===== config.mk =====
export PLATFORM = sky130hd
export DESIGN_NAME = pic_prio_ctrl
export DESIGN_NICKNAME = d
export VERILOG_FILES = /design/src/rtl/pic_pkg.sv /design/src/rtl/pic_prio_resolve.sv /design/src/rtl/pic_prio_ctrl.sv
export SDC_FILE = /design/constraint.sdc
export NUM_CORES = 1
export LEC_CHECK = 0
export CAP_MARGIN = 10
export CELL_PAD_IN_SITES_DETAIL_PLACEMENT = 2
export CELL_PAD_IN_SITES_GLOBAL_PLACEMENT = 2
export CORE_MARGIN = 2
export CORE_UTILIZATION = 39
export CTS_CLUSTER_SIZE = 14
export DETAILED_ROUTE_END_ITERATION = 10
export PLACE_DENSITY = 0.93
export SKIP_CTS_REPAIR_TIMING = 1
export SLEW_MARGIN = 10
export SYNTH_ARGS = -nofsm -noshare
export SYNTH_HDL_FRONTEND = slang
export SYNTH_SLANG_ARGS = --single-unit

===== constraint.sdc =====
create_clock -name CLK -period 13.6 [get_ports CLK]
set_clock_uncertainty 0.05 [all_clocks]
set_input_delay 3.4 -clock CLK [delete_from_list [all_inputs] [get_ports CLK]]
set_output_delay 3.4 -clock CLK [all_outputs]
set_load 0.05 [all_outputs]

===== src/rtl/pic_pkg.sv =====
// Shared definitions for the programmable interrupt controller:
// register addresses, command opcodes and mode bit positions.
package pic_pkg;

    localparam logic [1:0] ADDR_IMR  = 2'd0;
    localparam logic [1:0] ADDR_BASE = 2'd1;
    localparam logic [1:0] ADDR_CMD  = 2'd2;
    localparam logic [1:0] ADDR_IRR  = 2'd2;
    localparam logic [1:0] ADDR_ISR  = 2'd3;

    localparam logic [2:0] OP_NS_EOI   = 3'b001;
    localparam logic [2:0] OP_S_EOI    = 3'b010;
    localparam logic [2:0] OP_ROT_EOI  = 3'b011;
    localparam logic [2:0] OP_SET_PRIO = 3'b100;
    localparam logic [2:0] OP_SET_MODE = 3'b101;

    localparam int CMD_LVL_LSB   = 8;
    localparam int MODE_LTIM     = 8;
    localparam int MODE_AEOI     = 9;
    localparam int MODE_ROT_AEOI = 10;

    // Level that follows lvl in a ring of n levels
    function automatic int wrap_inc(input int lvl, input int n);
        return (lvl + 1 >= n) ? 0 : lvl + 1;
    endfunction

endpackage


===== src/rtl/pic_prio_resolve.sv =====
// Rotating priority encoder: ptr names the highest-priority level,
// rank is the distance from ptr (0 = highest priority).
module pic_prio_resolve #(
    parameter int NUM_IR = 8
) (
    input  logic [NUM_IR-1:0]         req,
    input  logic [$clog2(NUM_IR)-1:0] ptr,
    output logic                      valid,
    output logic [$clog2(NUM_IR)-1:0] level,
    output logic [$clog2(NUM_IR)-1:0] rank
);

    localparam int IDW = $clog2(NUM_IR);

    logic [IDW-1:0] idx;

    // Scan lowest to highest priority so the last hit is the winner
    always_comb begin
        valid = 1'b0;
        level = '0;
        rank  = '0;
        idx   = '0;
        for (int i = NUM_IR - 1; i >= 0; i--) begin
            idx = IDW'((int'(ptr) + i) % NUM_IR);
            if (req[idx]) begin
                valid = 1'b1;
                level = idx;
                rank  = IDW'(i);
            end
        end
    end

endmodule


===== src/rtl/pic_prio_ctrl.sv =====
// Programmable interrupt controller core: request latching, masking,
// rotating priority, acknowledge/vector handshake and EOI commands.
module pic_prio_ctrl
    import pic_pkg::*;
#(
    parameter int NUM_IR = 8,
    parameter int DATA_W = 16,
    parameter int VEC_W  = 8
) (
    input  logic              CLK,
    input  logic              RST,
    input  logic [NUM_IR-1:0] IR,
    input  logic              WR_EN,
    input  logic              RD_EN,
    input  logic [1:0]        ADDR,
    input  logic [DATA_W-1:0] DIN,
    output logic [DATA_W-1:0] DOUT,
    output logic              INT,
    input  logic              INTA,
    output logic [VEC_W-1:0]  VECTOR,
    output logic              VEC_VALID
);

    localparam int IDW = $clog2(NUM_IR);

    logic [NUM_IR-1:0] irr, isr, imr, ir_prev;
    logic [NUM_IR-1:0] irr_d, isr_d, imr_d, isr_clr, isr_set;
    logic [VEC_W-1:0]  base, base_d;
    logic [IDW-1:0]    ptr, ptr_d;
    logic              ltim, aeoi, rot_aeoi;
    logic              ltim_d, aeoi_d, rot_aeoi_d;

    logic [NUM_IR-1:0] cand;
    logic              c_valid, s_valid;
    logic [IDW-1:0]    c_level, c_rank, s_level, s_rank;
    logic              int_next, ack_hit;
    logic [IDW-1:0]    lvl;
    logic [VEC_W-1:0]  vec;
    logic              cmd_wr, l_ok;
    logic [2:0]        op;
    logic [IDW-1:0]    cmd_l;
    logic [DATA_W-1:0] rd_data;
    logic              unused_din;

    assign unused_din = ^DIN;
    assign cand       = irr & ~imr;

    pic_prio_resolve #(.NUM_IR(NUM_IR)) u_cand (
        .req(cand), .ptr(ptr),
        .valid(c_valid), .level(c_level), .rank(c_rank)
    );

    pic_prio_resolve #(.NUM_IR(NUM_IR)) u_isr (
        .req(isr), .ptr(ptr),
        .valid(s_valid), .level(s_level), .rank(s_rank)
    );

    // Interrupt eligibility, acknowledged level and vector
    always_comb begin
        int_next = c_valid && (!s_valid || (c_rank < s_rank));
        ack_hit  = INTA && int_next;
        lvl      = ack_hit ? c_level : IDW'(NUM_IR - 1);
        vec      = {base[VEC_W-1:IDW], lvl};
        cmd_wr   = WR_EN && (ADDR == ADDR_CMD);
        op       = DIN[2:0];
        cmd_l    = DIN[CMD_LVL_LSB +: IDW];
        l_ok     = int'(cmd_l) < NUM_IR;
    end

    // Next-state for IRR/ISR/IMR/BASE/ptr/mode
    always_comb begin
        irr_d      = ltim ? IR : irr;
        isr_clr    = '0;
        isr_set    = '0;
        imr_d      = imr;
        base_d     = base;
        ptr_d      = ptr;
        ltim_d     = ltim;
        aeoi_d     = aeoi;
        rot_aeoi_d = rot_aeoi;

        // Ack clears the request first so a same-cycle edge wins
        if (!ltim && ack_hit) irr_d[lvl] = 1'b0;
        if (!ltim) irr_d = irr_d | (IR & ~ir_prev);

        if (ack_hit && !aeoi) isr_set[lvl] = 1'b1;
        if (ack_hit && aeoi && rot_aeoi)
            ptr_d = IDW'(wrap_inc(int'(lvl), NUM_IR));

        if (WR_EN && ADDR == ADDR_IMR)  imr_d  = DIN[NUM_IR-1:0];
        if (WR_EN && ADDR == ADDR_BASE) base_d = DIN[VEC_W-1:0];

        if (cmd_wr) begin
            case (op)
                OP_NS_EOI: begin
                    if (s_valid) isr_clr[s_level] = 1'b1;
                end
                OP_S_EOI: begin
                    if (l_ok) isr_clr[cmd_l] = 1'b1;
                end
                OP_ROT_EOI: begin
                    if (s_valid) begin
                        isr_clr[s_level] = 1'b1;
                        ptr_d = IDW'(wrap_inc(int'(s_level), NUM_IR));
                    end
                end
                OP_SET_PRIO: begin
                    if (l_ok) ptr_d = IDW'(wrap_inc(int'(cmd_l), NUM_IR));
                end
                OP_SET_MODE: begin
                    ltim_d     = DIN[MODE_LTIM];
                    aeoi_d     = DIN[MODE_AEOI];
                    rot_aeoi_d = DIN[MODE_ROT_AEOI];
                end
                default: ;
            endcase
        end

        isr_d = (isr & ~isr_clr) | isr_set;
    end

    // Read mux sees pre-write register values
    always_comb begin
        case (ADDR)
            ADDR_IMR:  rd_data = DATA_W'(imr);
            ADDR_BASE: rd_data = DATA_W'(base);
            ADDR_IRR:  rd_data = DATA_W'(irr);
            ADDR_ISR:  rd_data = DATA_W'(isr);
            default:   rd_data = '0;
        endcase
    end

    // State and registered outputs
    always_ff @(posedge CLK) begin
        if (RST) begin
            irr       <= '0;
            isr       <= '0;
            imr       <= '1;
            ir_prev   <= '0;
            base      <= '0;
            ptr       <= '0;
            ltim      <= 1'b0;
            aeoi      <= 1'b0;
            rot_aeoi  <= 1'b0;
            INT       <= 1'b0;
            VECTOR    <= '0;
            VEC_VALID <= 1'b0;
            DOUT      <= '0;
        end else begin
            irr       <= irr_d;
            isr       <= isr_d;
            imr       <= imr_d;
            ir_prev   <= IR;
            base      <= base_d;
            ptr       <= ptr_d;
            ltim      <= ltim_d;
            aeoi      <= aeoi_d;
            rot_aeoi  <= rot_aeoi_d;
            INT       <= int_next;
            VEC_VALID <= INTA;
            if (INTA)  VECTOR <= vec;
            if (RD_EN) DOUT   <= rd_data;
        end
    end

endmodule


# [After elaboration in Yosys (flattened, before gate mapping)]
# Cells that the tools add are included.
# W data, S select, Z words.
[totals] mem_bits_rw=0 latchBits=0 word_cells=180 memories=0 romBits=0 regBits=72 input_bits=31
[op_classes] order_cmp=18 add_sub_neg=10 bitwise_logic=10 eq_ne=8 n_mul=0 shifts=0 n_div=0 muxes=102 n_reduce_logical=19
[op_table] cell="$mux W3" n=39
[op_table] cell="$pmux W16 S4" n=1
[op_table] cell="$bmux W1 S3" n=16
[op_table] cell="$mux W8" n=6
[op_table] cell="$lt A3 B4 Y1 const B" n=11
[op_table] cell="$mux W1" n=35
[op_table] cell="$and A8 B8 Y8" n=4
[op_table] cell="$not A8 Y8" n=4
[op_table] cell="$or A8 B8 Y8" n=2
[op_table] cell="$pmux W8 S2" n=1
[op_table] cell="$add A3 B1 Y4 const B" n=3
[op_table] cell="$add A3 B3 Y3 const B" n=4
[op_table] cell="$ge A4 B4 Y1 const B" n=3
[op_table] cell="$logic_and A1 B1 Y1" n=12
[op_table] cell="$demux W1 S3" n=3
[op_table] cell="$ge A3 B1 Y1 const B" n=3
[op_table] cell="$add A3 B2 Y3 const B" n=2
[op_table] cell="$eq A3 B2 Y1 const B" n=2
[op_table] cell="$eq A3 B3 Y1 const B" n=2
[op_table] cell="$pmux W3 S2" n=1
[op_table] cell="$eq A2 B2 Y1 const B" n=2
[op_table] cell="$add A3 B1 Y3 const B" n=1
[op_table] cell="$eq A3 B1 Y1 const B" n=1
[op_table] cell="$logic_not A1 Y1" n=3
[op_table] cell="6 further kinds" n=6

# [Depth between registers and ports, before layout]
# Gate-level depths: netlist of run 1.
[logic_depth] ltp_word=26 depth_mapped=23

# [Hierarchy]
# A second synthesis of run 1 with hierarchy kept.
[unflattened] hier_cells=541 hier_area_um2=5061.1
[modules_own_cells] module="pic_prio_ctrl" cells_each=335 area_per_inst_um2=3219.3 seq_area_each_um2=1281.2 n_inst=1
[modules_own_cells] module="pic_prio_resolve" cells_each=103 area_per_inst_um2=920.9 seq_area_each_um2=0.0 n_inst=2

# [Least setup slack after synthesis of run 1]
# Ideal clock, no wire load.
[synth_timing] path_type="input -> register" from="input port INTA" to="register ptr[2]" path_buffers=2 t_required_ps=13458 slack_ps=8603 setup_ps=92 arrival_ps=4854 cell_stages=8 cell_sequence="clkbuf_1 -> buf_1 -> nand2_1 -> ha_1 -> inv_1 -> o211ai_1 -> o2111a_1 -> o32ai_1"
[synth_between] elab_chain_cells=9
[synth_lines] element="start, declared" line_no="pic_prio_ctrl.sv:19" source="input logic INTA,"
[synth_lines] element="$logic_and A1 B1 Y1 (*)" line_no="pic_prio_ctrl.sv:61" source="ack_hit = INTA && int_next;"
[synth_lines] element="$mux W3 (*)" line_no="pic_prio_ctrl.sv:62" source="lvl = ack_hit ? c_level : IDW'(NUM_IR - 1);"
[synth_lines] element="named net lvl[0]" line_no="pic_prio_ctrl.sv:37" source="logic [IDW-1:0] lvl;"
[synth_lines] element="$add A3 B1 Y4 (*)" line_no="pic_pkg.sv:24" source="return (lvl + 1 >= n) ? 0 : lvl + 1;"
[synth_lines] element="$ge A4 B4 Y1" line_no="pic_pkg.sv:24"
[synth_lines] element="$mux W3 (*)" line_no="pic_pkg.sv:24"
[synth_lines] element="$mux W3 (*)" line_no="pic_prio_ctrl.sv:87" source="if (ack_hit && aeoi && rot_aeoi)"
[synth_lines] element="$mux W3" line_no="pic_prio_ctrl.sv:102" source="if (s_valid) begin"
[synth_lines] element="$pmux W3 S2" line_no="pic_prio_ctrl.sv:94" source="case (op)"
[synth_lines] element="$mux W3 (*)" line_no="pic_prio_ctrl.sv:93" source="if (cmd_wr) begin"
[synth_lines] element="end signal, assigned" line_no="pic_prio_ctrl.sv:155" source="ptr <= ptr_d;"
[synth_lines] element="end, declared" line_no="pic_prio_ctrl.sv:29" source="logic [IDW-1:0] ptr, ptr_d;"
# The timed path passes the listed nets; every way through them passes the cells marked *.
# A chain may end at the register's enable or synchronous reset.

# [Final worst setup path of run 1]
[layout_timing] from="input port ADDR[1]" to="register ptr[0]"
[layout_between] elab_chain_cells=3
[layout_lines] element="start, declared" line_no="pic_prio_ctrl.sv:15" source="input logic [1:0] ADDR,"
[layout_lines] element="$eq A2 B2 Y1" line_no="pic_prio_ctrl.sv:64" source="cmd_wr = WR_EN && (ADDR == ADDR_CMD);"
[layout_lines] element="$logic_and A1 B1 Y1" line_no="pic_prio_ctrl.sv:64"
[layout_lines] element="$mux W3" line_no="pic_prio_ctrl.sv:93"
# No other way between the ends.

==> key figures, run 1 <==
Critical path
  – R2r endpoint: ptr[2]
  – Worst Path Required: 13.77 ns
  – Crit path kind: input pin to flop
  – Critical Path Fanout Max: 11
  – Worst path depth: 8
  – CP arrival: 6.10 ns
  – Worst setup path endpoint: ptr[0]
  – Worst path top cell family by delay: simple AND/OR/NAND/NOR gates
  – CP startpoint kind: input pin
  – Worst setup EP type: flop
  – CP Buf/Inv Count: 1
  – Worst path cell trace: clkdlybuf4s50_1 > nand2_1 > or2_2 > nor2_1 > nor2_1 > a31oi_1 > o211a_1 > o21ai_1
  – Cell mode on critical path: nor2_1
  – CP max stage cell: clkdlybuf4s50_1
  – Crit. Startpoint: ADDR[1]
  – Reg2Reg Depth: 19
  – Crit-path max cell delay: approximately 0.94 ns
  – Reg2Reg Setup Slack: between 7 and 8 ns
  – Reg2reg start: ptr[1]

Synth
  – Post-Synth Simple-Gate Area: 0.195
  – Post-synthesis adder-cell area fraction: 0.0161
  – Complex-gate fraction of the synthesized area: 0.184
  – Synthesized area: roughly 5500 µm²
  – Register area share after synthesis: 0.235
  – Combinational family with the most area after synthesis: multiplexers
  – Synth warnings: 0
  – EDFF count, synth: 0
  – Post-synthesis mux area share: 0.291
  – Netlist cell types: 78
  – Mapped Cells: 594
  – Post-Synth XOR/XNOR Area: 0.0119
  – Post-synthesis async set-or-reset flop share: 0
  – Synthesized flop and latch total: between 60 and 70
  – Syn avg cell area: approximately 9 µm²
  – Top_reg_cell synth: dfxtp_1

Pwr
  – Sequential share of power: 0.392
  – Switch Pwr: around 160 µW
  – Sw Share: 0.314
  – P_leak: roughly 2.2 nW
  – Peak VDD IR: just under 0.1 mV
  – Logic pwr share: 0.185
  – Int Pwr: 359 µW
  – Final Power: 524 µW
  – Pwr/cell area: about 85 nW/µm²
  – Clock share of power: 0.423

Route
  – Vias/cell: between 6 and 7
  – Post-route DRC: 0
  – Met2 WL: between 10000 and 15000 µm
  – DR pass1 iterations: 5
  – Routed WL: around 23000 µm
  – Antenna viol nets, final: 0
  – Met1 WL: between 8000 and 9000 µm
  – Initial DRC Count: 280
  – DR vias: roughly 5200
  – WL/cell: roughly 29 µm
  – Met3 Routed Length: between 1000 and 1500 µm
  – Highest metal used: met4

Clocking
  – Max clock buf depth: 2
  – Total CTS buffers: 9
  – H-tree depth: 3
  – Root Buffer: clkbuf_16
  – Clk_lat worst skew: roughly 0.35 ns
  – TritonCTS Sinks: 64
  – CTS tree: done
  – Clk slew on worst S/H paths: about 0.050 ns

Floorplan
  – Die area: around 15000 µm²
  – DIE WIDTH: roughly 120 µm
  – Die Y: 122 µm
  – Starting Density: 0.396
  – Core area: between 10000 and 15000 µm²
  – Std cell rows: 43
  – Ports: 57

STA
  – Setup TNS: 0 ns
  – Final min period: between 5 and 6 ns
  – RSZ-0062 raised after global routing: false
  – Hold Fails Final Rpt: 0
  – Max_slew headroom: 0.302
  – Fmax achieved: 0.169 GHz
  – Post-route clock period utilization: 0.436
  – Setup WS post-layout: roughly 7.7 ns
  – Final setup viols: 0
  – Slew Viols, Final: 0
  – Slew at the pin closest to its max-slew limit: between 1 and 1.5 ns

Flow run
  – Total of max-cap violations: 0

Placed design
  – Port Buf Inserts: 43
  – Dpl hpwl: 15200 µm
  – Dpl ws: roughly 7.7 ns
  – Routability cong.: just over 0.9

Global route
  – Initial antenna violation count: 0
  – Largest net degree at the start of global routing: between 50 and 60
  – Congestion Overflow GR: 0
  – Global-route wire length before repair: 35300 µm
  – Total track usage: 0.315
  – Vias in the first global route: 5834

Cells and area
  – Fraction of layout cells with a size suffix above 1: 0.151
  – Fill cells: 1484
  – FF+latch area: around 1300 µm²
  – Ant diodes: 0
  – Area grow syn2layout: 12.7%
  – Final core area utilization: 0.447
  – Fin nets: 643
  – Area occupied by multi-input gates: approximately 3800 µm²

Outcome
  – Status: finished clean

Min path
  – Hold Path Class: flop to flop
[metrics by stage]
stage,hold WS (ns),std cells,instance area (µm²)
2_1_floorplan,0.408,601,5480
3_3_place_gp,0.420,774,5880
3_5_place_dp,0.434,774,5880
4_1_cts,0.460,790,6150
5_1_grt,0.482,790,6150
6_report,0.453,790,6150
[cell type report]
| type | instances | area share |
|---|---|---|
| Clock buffer | 11 | 0.0395 |
| Clock inverter | 5 | 0.00529 |
| Inverter | 17 | 0.0108 |
| Multi-Input combinational cell | 465 | 0.624 |
| Sequential cell | 64 | 0.208 |
| Tap cell | 180 | 0.0366 |
| Timing Repair Buffer | 48 | 0.0752 |
[worst min-delay path, delay by kind of cell (launching register included)]
kind          cells  cell delay [ns]
flops             1             0.33
mux               1             0.07
simple gates      1             0.07
[power by group through the flow]
stage / Combinational, mW / Clock, mW / Sequential [mW]
after floorplan: 0.0544 / 0 / 0.213
after global placement: 0.0864 / 0 / 0.207
after detailed placement: 0.0917 / 0 / 0.208
after CTS: 0.0958 / 0.224 / 0.205
after global routing: 0.102 / 0.230 / 0.206
final: 0.0970 / 0.222 / 0.205
[layout by cell type, fill, tap and decap left out, types with 5 or more instances in the layout]
cell	n
mux4_2	39
a211oi_1	7
inv_1	14
or3_1	6
mux2i_1	57
o21ai_0	27
nand3_1	14
a22oi_1	5
mux2_2	9
ha_1	7
nor2b_1	32
clkdlybuf4s50_1	42
nor3b_1	5
buf_4	5
o211ai_1	11
nand4_1	5
conb_1	8
nand3b_1	6
dfxtp_1	64
clkbuf_16	9
nand2b_1	15
nor2_1	46
a221oi_1	5
a21oi_1	28
nand2_1	42
[worst min-delay path by stage]
stage                      endpoint  startpoint  cells after the start
final                     VECTOR[3]   VECTOR[3]                      2
after detailed placement    base[0]     base[0]                      2
after global routing      VECTOR[1]   VECTOR[1]                      1
after global placement      base[0]     base[0]                      2
after CTS                 VECTOR[3]   VECTOR[3]                      2
after floorplan             base[0]     base[0]                      2
[per-layer routing]
metal | GRT usage | vias to the layer above
met5 | 0 | -
met2 | 0.541 | 244
met3 | 0.0530 | 79
li1 | - | 2245
met4 | 0.170 | 0
met1 | 0.377 | 2634
[synthesized netlist by cell type (all sizes together), types with 7 or more instances]
cell type,number,area (µm²)
nor2,46,173
nor2b,32,200
ha,7,87.6
mux2i,58,584
inv,16,62.6
a21oi,28,140
nand2b,15,93.8
mux4,40,905
buf,26,185
clkbuf,29,109
nand2,42,158
nand3,14,70.1
o21ai,31,155
mux2,9,101
a211oi,7,52.6
o211ai,13,125
dfxtp,64,1280
[flip-flops by register name, indices dropped and copies added, names as in the netlist, 3 cells and up]
| register | flops |
|---|---|
| isr | 8 |
| DOUT | 8 |
| base | 8 |
| VECTOR | 8 |
| irr | 8 |
| ir_prev | 8 |
| imr | 8 |
| ptr | 3 |
[logic make-up (layout without fill, tap and decap cells)]
logic type / after synthesis / after routing
flip-flops: 64 / 64
XOR/XNOR: 4 / 4
AND/OR/NAND/NOR: 199 / 199
buffers and inverters: 72 / 81
adder cells (fa/ha/maj): 7 / 7
multiplexers: 107 / 107
other: 1 / 8
AO/OA/AOI/OAI: 140 / 140
Power figures use the tool's default switching activity.
==> run 2: changes to the inputs <==
Settings changed: CORE_UTILIZATION 39 to 36, PLACE_DENSITY 0.93 to 0.88.
Clock period 13.6 ns to 5.7 ns, I/O delays scaled along.
==> run 2 against run 1 <==
Largest cell class unchanged. Non-clock buffer count grew 2. Sequential power grew 140%. First-iteration DRC count grew 46%.
==> key figures, run 2 (synthesized netlist as in run 1, its figures left out) <==
Critical path
  – CP startpoint kind: flop (was input pin)
  – CP max stage cell: ha_2 (was clkdlybuf4s50_1)
  – Critical Path Fanout Max: 9 (was 11)
  – Crit path kind: flop to flop (was input pin to flop)
  – Worst path depth: 19 (was 8)
  – Worst path top cell family by delay: simple AND/OR/NAND/NOR gates (unchanged)
  – Worst path cell trace: clkinv_1 > ha_2 > xor2_4 > mux4_2 > mux2_2 > nor4_2 > nor2b_1 > ha_1 > a21o_1 > a21oi_1 > and4bb_4 > nor2_1 > nor2_1 > nand2_1 > ha_1 > inv_1 > o211ai_1 > o2111a_1 > o32ai_1 (was clkdlybuf4s50_1 > nand2_1 > or2_2 > nor2_1 > nor2_1 > a31oi_1 > o211a_1 > o21ai_1)
  – Worst setup EP type: flop (unchanged)
  – CP Buf/Inv Count: 2 (was 1)
  – Crit-path max cell delay: 0.45 ns (was 0.94 ns)
  – CP arrival: 5.67 ns (was 6.10 ns)
  – Worst Path Required: 5.87 ns (was 13.77 ns)
  – Reg2Reg Depth: 19 (unchanged)

Cells and area
  – Non-filler instance count after layout: 796 (was 790)
  – Most common cell after layout, fill and taps aside: dfxtp_1 (unchanged)
  – Fin nets: 645 (was 643)
  – Fraction of layout cells with a size suffix above 1: 0.158 (was 0.151)
  – Most frequent cells in the layout: dfxtp_1 (63), mux2i_1 (57), nor2_1 (46), nand2_1 (42), clkdlybuf4s50_1 (42) (was dfxtp_1 (64), mux2i_1 (57), nor2_1 (46), nand2_1 (42), clkdlybuf4s50_1 (42))
  – Ant diodes: 0 (unchanged)
  – Area grow syn2layout: 14.2% (was 12.7%)

Route
  – DR pass1 iterations: 5 (unchanged)
  – Post-route DRC: 0 (unchanged)
  – Initial DRC Count: 410 (was 280)
  – WL/cell: 27.2 µm (was 28.6 µm)
  – DR vias: 5194 (was 5202)
  – Routed WL: 21700 µm (was 22600 µm)
  – Antenna viol nets, final: 0 (unchanged)
  – Vias/cell: 6.53 (was 6.58)

Placed design
  – Inst Count DP: 780 (was 774)
  – Routability cong.: 0.922 (was 0.913)
  – Dpl hpwl: 14900 µm (was 15200 µm)
  – Port Buf Inserts: 43 (unchanged)

Clocking
  – H-tree depth: 3 (unchanged)
  – CTS tree: done (unchanged)
  – TritonCTS Sinks: 64 (unchanged)
  – Max clock buf depth: 2 (unchanged)
  – Clk slew on worst S/H paths: 0.05 ns (about the same)
  – Root Buffer: clkbuf_16 (unchanged)
  – Clk_lat worst skew: 0.33 ns (was 0.35 ns)
  – Total CTS buffers: 9 (unchanged)

STA
  – Fmax achieved: ~0.18 GHz
  – Final min period: around 5.5 ns
  – RSZ-0062 raised after global routing: false (unchanged)
  – Max_slew headroom: 0.285 (was 0.302)
  – Post-route clock period utilization: 0.965
  – Final setup viols: 0 (unchanged)
  – Setup TNS: 0 ns (unchanged)
  – Hold Fails Final Rpt: 0 (unchanged)
  – WHS: 0.449 ns (was 0.453 ns)
  – Slew Viols, Final: 0 (unchanged)
  – Slew at the pin closest to its max-slew limit: 1.07 ns (was 1.05 ns)

Floorplan
  – Core area: 14600 µm² (was 13800 µm²)
  – Starting Density: 0.373 (was 0.396)
  – Ports: 57 (unchanged)
  – Std cell rows: 44 (was 43)
  – Die Y: 127 µm (was 122 µm)
  – DIE WIDTH: 127 µm (was 122 µm)
  – Die area: 16200 µm² (was 15000 µm²)

Flow run
  – Total of max-cap violations: 0 (unchanged)

Pwr
  – Peak VDD IR: 0.231 mV (was 0.0979 mV)
  – Pwr/cell area: 208 nW/µm² (was 85.2 nW/µm²)
  – P_leak: 2.27 nW (was 2.24 nW)

Global route
  – Vias in the first global route: 5771 (was 5834)
  – Initial antenna violation count: 0 (unchanged)
  – Largest net degree at the start of global routing: 56 (unchanged)
  – Total track usage: 0.273 (was 0.315)
  – Global-route wire length before repair: 34100 µm (was 35300 µm)
  – Congestion Overflow GR: 0 (unchanged)

Min path
  – Hold Path Class: flop to flop (unchanged)
  – Hold Crit Depth: 2 (unchanged)

Outcome
  – Status: finished clean (unchanged)
[run 2: cell count changes in the layout (fill, tap and decap cells not counted), sizes merged]
cell,delta
buf,+2
bufinv,+1
clkbuf,+1
clkinv,-3
clkinvlp,+1
[run 2: metrics by stage]
stage          utilization  instance area, µm²  total power, mW  setup WS (ns)
3_3_place_gp         0.403                5900            0.699          0.552
4_1_cts              0.424                6210             1.30         0.0611
6_report             0.425                6230             1.30          0.197
2_1_floorplan            -                5480            0.639           1.33
5_1_grt              0.425                6230             1.34        0.00201
3_5_place_dp         0.403                5900            0.713          0.238
[run 2: tightest hold or removal path: cells and delay by family, from the launching register on]
family / cells / cell delay [ns]
AO/OA/AOI/OAI: 1 / 0.06
AND/OR/NAND/NOR: 1 / 0.08
flip-flops: 1 / 0.31
[run 2: per-layer routing]
layer,wire length (µm),global-route usage,vias up
li1,-,-,2252
met1,8610,0.328,2642
met2,11000,0.485,233
met3,1140,0.0293,67
met4,946,0.134,0
met5,0,0,-
[run 2: layout make-up]
cell class              count  area (µm²)
multi-input cells         465        3850
flip-flops and latches     64        1280
inverters                  17        66.3
fillers                  1567        8410
repair buffers             50         478
clock inverters             4        51.3
well taps                 184         230
clock buffers              12         267
[run 2: power breakdown]
group          internal (mW)  switching [mW]
clock                  0.374           0.205
combinational         0.0854           0.144
sequential             0.467          0.0214
[run 2: worst paths after layout]
| path | startpoint | endpoint | slack (ns) |
|---|---|---|---|
| max | ptr[1] | ptr[2] | 0.20 |
| min | VECTOR[2] | VECTOR[2] | 0.45 |
| max reg2reg | ptr[1] | ptr[2] | 0.20 |
| min reg2reg | VECTOR[2] | VECTOR[2] | 0.45 |
==> run 3: changes to the inputs <==
Settings changed: SLEW_MARGIN 10 to 20.
==> results of run 3 <==
Same layout as run 2: the final DEF is identical, and so are final timing and power.
